[src/rtl/fixed_dot_accum.sv]
// Streaming fixed-point dot-product accumulator: per-beat lane products are summed,
// registered, then accumulated at full precision until the last beat of a vector.
module fixed_dot_accum #(
  parameter int IN_WIDTH      = 8,
  parameter int IN_FRAC_WIDTH = 4,
  parameter int LANES         = 4,
  parameter int MAX_BEATS     = 64,
  localparam int ACC_WIDTH    = 2*IN_WIDTH + $clog2(LANES) + $clog2(MAX_BEATS)
) (
  input  logic                          clk,
  input  logic                          rst_n,
  input  logic [LANES*IN_WIDTH-1:0]     data_in_a,
  input  logic [LANES*IN_WIDTH-1:0]     data_in_b,
  input  logic                          data_in_last,
  input  logic                          data_in_valid,
  output logic                          data_in_ready,
  output logic signed [ACC_WIDTH-1:0]   data_out,
  output logic                          data_out_overflow,
  output logic                          data_out_valid,
  input  logic                          data_out_ready
);

  localparam int CNT_W = $clog2(MAX_BEATS) + 1;
  localparam logic [CNT_W-1:0] CNT_SAT  = CNT_W'(MAX_BEATS + 1);
  localparam logic [CNT_W-1:0] CNT_OVER = CNT_W'(MAX_BEATS);
  localparam logic signed [ACC_WIDTH-1:0] ACC_MAX = {1'b0, {(ACC_WIDTH-1){1'b1}}};
  localparam logic signed [ACC_WIDTH-1:0] ACC_MIN = {1'b1, {(ACC_WIDTH-1){1'b0}}};

  if (((LANES & (LANES-1)) != 0) || ((MAX_BEATS & (MAX_BEATS-1)) != 0) ||
      (MAX_BEATS < 2) || (IN_FRAC_WIDTH > IN_WIDTH)) begin : g_bad_param
    $error("fixed_dot_accum: illegal parameter combination");
  end

  typedef enum logic [1:0] {ACCUM = 2'd0, DRAIN = 2'd1, HOLD = 2'd2} state_t;

  state_t                        state_q, state_d;
  logic                          run_q;
  logic [CNT_W-1:0]              cnt_q, cnt_d;
  logic signed [ACC_WIDTH-1:0]   lane_sum;
  logic signed [ACC_WIDTH-1:0]   sum_p1_q;
  logic                          vld_p1_q, last_p1_q, over_p1_q;
  logic signed [ACC_WIDTH-1:0]   acc_q, acc_d;
  logic signed [ACC_WIDTH:0]     acc_wide;
  logic                          ovf_q, ovf_d;
  logic                          in_fire, out_fire, beat_over;

  function automatic logic signed [2*IN_WIDTH-1:0] mul_lane(
    input logic signed [IN_WIDTH-1:0] a,
    input logic signed [IN_WIDTH-1:0] b
  );
    logic signed [2*IN_WIDTH-1:0] ax, bx;
    ax = a;
    bx = b;
    return ax * bx;
  endfunction

  // Once a vector has overrun, the result is pinned to the limit in the sum's direction.
  function automatic logic signed [ACC_WIDTH-1:0] sat_acc(
    input logic signed [ACC_WIDTH:0] x,
    input logic                      force_sat
  );
    if (!force_sat)       return x[ACC_WIDTH-1:0];
    else if (x[ACC_WIDTH]) return ACC_MIN;
    else                   return ACC_MAX;
  endfunction

  assign data_in_ready     = run_q && (state_q == ACCUM);
  assign data_out_valid    = (state_q == HOLD);
  assign data_out          = acc_q;
  assign data_out_overflow = ovf_q;
  assign in_fire           = data_in_valid && data_in_ready;
  assign out_fire          = data_out_valid && data_out_ready;
  assign beat_over         = (cnt_q >= CNT_OVER);

  always_comb begin
    lane_sum = '0;
    for (int i = 0; i < LANES; i++) begin
      lane_sum = lane_sum + ACC_WIDTH'(mul_lane(data_in_a[i*IN_WIDTH +: IN_WIDTH],
                                                data_in_b[i*IN_WIDTH +: IN_WIDTH]));
    end
  end

  // Stage 1: registered lane sum with its valid, last and overrun flags
  always_ff @(posedge clk) begin
    if (in_fire) sum_p1_q <= lane_sum;
  end

  always_ff @(posedge clk or negedge rst_n) begin
    if (!rst_n) begin
      vld_p1_q  <= 1'b0;
      last_p1_q <= 1'b0;
      over_p1_q <= 1'b0;
    end else begin
      vld_p1_q  <= in_fire;
      last_p1_q <= in_fire && data_in_last;
      over_p1_q <= in_fire && beat_over;
    end
  end

  // Stage 2: accumulator, beat counter and control FSM
  assign acc_wide = {acc_q[ACC_WIDTH-1], acc_q} + {sum_p1_q[ACC_WIDTH-1], sum_p1_q};

  always_comb begin
    state_d = state_q;
    acc_d   = acc_q;
    ovf_d   = ovf_q;
    cnt_d   = cnt_q;
    if (in_fire && (cnt_q != CNT_SAT)) cnt_d = cnt_q + 1'b1;
    if (vld_p1_q) begin
      ovf_d = ovf_q || over_p1_q;
      acc_d = sat_acc(acc_wide, ovf_d);
    end
    case (state_q)
      ACCUM: if (in_fire && data_in_last) state_d = DRAIN;
      DRAIN: if (vld_p1_q && last_p1_q)   state_d = HOLD;
      HOLD: begin
        if (out_fire) begin
          state_d = ACCUM;
          acc_d   = '0;
          ovf_d   = 1'b0;
          cnt_d   = '0;
        end
      end
      default: state_d = ACCUM;
    endcase
  end

  always_ff @(posedge clk or negedge rst_n) begin
    if (!rst_n) begin
      state_q <= ACCUM;
      run_q   <= 1'b0;
      acc_q   <= '0;
      ovf_q   <= 1'b0;
      cnt_q   <= '0;
    end else begin
      state_q <= state_d;
      run_q   <= 1'b1;
      acc_q   <= acc_d;
      ovf_q   <= ovf_d;
      cnt_q   <= cnt_d;
    end
  end

endmodule
[config.mk]
export PLATFORM = sky130hd
export DESIGN_NAME = fixed_dot_accum
export DESIGN_NICKNAME = d
export VERILOG_FILES = /design/src/rtl/fixed_dot_accum.sv
export SDC_FILE = /design/constraint.sdc
export NUM_CORES = 1
export LEC_CHECK = 0
export CAP_MARGIN = 15
export CELL_PAD_IN_SITES_DETAIL_PLACEMENT = 0
export CELL_PAD_IN_SITES_GLOBAL_PLACEMENT = 1
export CORE_ASPECT_RATIO = 0.75
export CORE_UTILIZATION = 37
export DETAILED_ROUTE_END_ITERATION = 8
export PLACE_DENSITY_LB_ADDON = 0.1
export SETUP_SLACK_MARGIN = 0.4
export SKIP_LAST_GASP = 1
export SYNTH_ARGS = -nofsm -noshare
export SYNTH_HDL_FRONTEND = slang
export SYNTH_SLANG_ARGS = --single-unit
[constraint.sdc]
create_clock -name clk -period 3.1 [get_ports clk]
set_input_delay 0.465 -clock clk [delete_from_list [all_inputs] [get_ports clk]]
set_output_delay 0.465 -clock clk [all_outputs]
set_load 0.02 [all_outputs]
==> metrics <==
status=complete, but fails checks; failing checks=setup timing; Worst Tran Pin Value=1040 ps; most common cell after layout, fill and taps aside=inv_1; Max Clock Skew=9.11 ps; Vias=10,900; RSZ-0062 raised after global routing=true; worst r2r src=sum_p1_q[10]; number of global-route vias before repair=11,500; Final nets=2,369; Cells after Synth=1,497; n_diodes=0; fmax=153 MHz; Final Setup Violations=17; Post-Syn Area=14,600 um2; antenna violations before repair=0; Worst EP required=3180 ps; DR DRC count=0; CTS Hold Bufs=0; MaxCap Viol Count=0; port buffer count=95; Sink Count=57; row cnt=62; final worst slack=-3440 ps; crit start category=primary input; utilization after layout=0.505; Synth async-reset ratio=0.667; Critical path origin=data_in_b[27]; Cell Area, Placed=17,700 um2; DRT Pass-1 Iters=6; syn nets=2,018; gr usage total=0.198; fraction of the cycle the final worst path needs=2.11; first-pass GRT wire length=61,800 um; Slew Viols, Final=0; max_slew headroom=0.305; Layout area overhead=33.6%; routability congestion estimate=0.861; IO Count=96; Detail Placement HPWL=32,600 um; DP Worst Slack=-4290 ps; Max Root-Sink Buffers=2; Post-Route WL=38,000 um; CTS tree=yes; Overflow after GRT=0; largest fanout on the critical path=6; crit path DAT=6620 ps; Ys Warns=0; Synth cell types=62; Post-DRT Antenna Nets=0; final hold violations=0; Setup crit end kind=flip-flop; vias per inst=4.59; Skew-Pair Late Insertion Delay=330 ps; Seq cells post-synth=57; fin crit period=6540 ps; clk slew on worst S/H paths=50 ps; H-tree levels=3; register area share after synthesis=0.104; Root Driver=clkbuf_16; die height=174 um; share of cells above drive strength 1=0.307; most frequent cells in the layout=inv_1, fa_1, buf_4; worst min path class=in -> async; Syn Area/Cell=9.74 um2; Initial Utilization=0.378; Routed WL per cell=16.1 um; Die X=231 um; Placeable Area=38,600 um2; Fill cells=3,643; final setup TNS=-47,040 ps; type of the worst setup path=in -> reg; number of synthesized flops with an enable pin=19; design area=19,500 um2; reg2reg path depth=10; ys flop type=dfrtp_1; pin count of the biggest net entering global routing=39; DRT iter0 DRCs=556; TritonCTS Buffers=9; die area=40,200 um2
-- cells by family after synthesis --
| family | share of synthesized area |
|---|---|
| DFF | 0.104 |
| AOI/OAI and AO/OA | 0.0716 |
| other | 0.000257 |
| and+or+nand+nor | 0.133 |
| xor gates and xnor gates | 0.0270 |
| adders and majority gates | 0.556 |
| buffers and inverters | 0.107 |
| muxes | 0.00146 |
-- worst paths after layout --
path / to / slack, ps
worst max-delay path: sum_p1_q[16] / -3440
worst min-delay path: state_q[0] / 260
worst max register to register: data_out[18] / 270
worst min register to register: state_q[1] / 480
max in group asynchronous: data_out[0] / 2200
min in group clk: state_q[1] / 480
-- synthesized netlist by cell type, types with 3 or more instances --
master	number	area share
dfrtp_1	38	0.065
nor3b_1	3	0.0015
inv_1	400	0.10
ha_1	125	0.11
and3_1	8	0.0034
a21o_1	15	0.0077
a21oi_1	41	0.014
o211ai_1	4	0.0021
a211oi_1	5	0.0026
nand2b_1	19	0.0082
o21ai_0	34	0.012
edfxtp_1	19	0.039
a21oi_2	11	0.0066
xor2_1	11	0.0066
clkbuf_1	10	0.0026
o21ai_1	5	0.0017
o21a_1	4	0.0021
xnor2_1	34	0.020
and2_1	131	0.056
a22o_1	5	0.0030
or2_2	5	0.0021
nand3b_1	4	0.0021
o21bai_1	6	0.0031
nand2_1	128	0.033
nand3_1	8	0.0027
fa_1	327	0.45
nor3_1	6	0.0021
a31oi_1	3	0.0013
nand4_1	3	0.0013
nor2_1	34	0.0088
nor2b_1	15	0.0064
-- through the flow --
| step | std cells | hold WS [ps] |
|---|---|---|
| 4_1_cts | 2331 | 289 |
| 6_report | 2364 | 260 |
| 2_1_floorplan | 1497 | 169 |
| 3_3_place_gp | 2264 | 471 |
| 3_5_place_dp | 2264 | 477 |
| 5_1_grt | 2364 | 333 |
-- per-layer routing --
metal / GRT usage / up-vias / part of all wire
met3: 0.0271 / 7 / 0.046
met2: 0.276 / 171 / 0.42
li1: - / 5212 / -
met5: 0 / - / 0
met1: 0.331 / 5469 / 0.53
met4: 0.0110 / 0 / 0.0015
-- final cells by class --
class	count	area, um2	area share
Multi-Input combinational cell	1028	12500	0.644
Clock inverter	3	16.3	0.000835
Clock buffer	12	256	0.0132
Timing Repair Buffer	352	3000	0.154
Inverter	400	1500	0.0772
Tap cell	512	641	0.0329
Sequential cell	57	1520	0.0782
-- sequential cells by signal, indices dropped and copies added, names as in the netlist --
name and cells:
cnt_q 7, data_out 24, data_out_overflow 1, last_p1_q 1
over_p1_q 1, run_q 1, state_q 2, sum_p1_q 19
vld_p1_q 1
-- critical path, cell delays in order --
cell and delay, ps:
clkdlybuf4s15_1 180, buf_6 140, and2_4 160, fa_2 480, fa_1 560, inv_2 40
fa_2 540, inv_1 50, fa_2 530, fa_2 440, fa_2 480, fa_1 510
inv_1 50, fa_1 510, inv_2 50, ha_4 160, and2_4 150, o21ai_2 110
o311ai_2 130, a21oi_2 190, o21bai_2 130, a211oi_2 320, buf_4 180, xnor2_2 60
-- repair_timing --
item	4_1_cts	5_1_grt
resized for setup	412	88
pin swaps	165	132
setup endpoints to repair	42	42
gates cloned	1	0
setup buffers	51	33
hold endpoints to repair	0	0
Power is not shown: default switching activity piles up to over one toggle a cycle in this logic, so the estimate is an artifact.
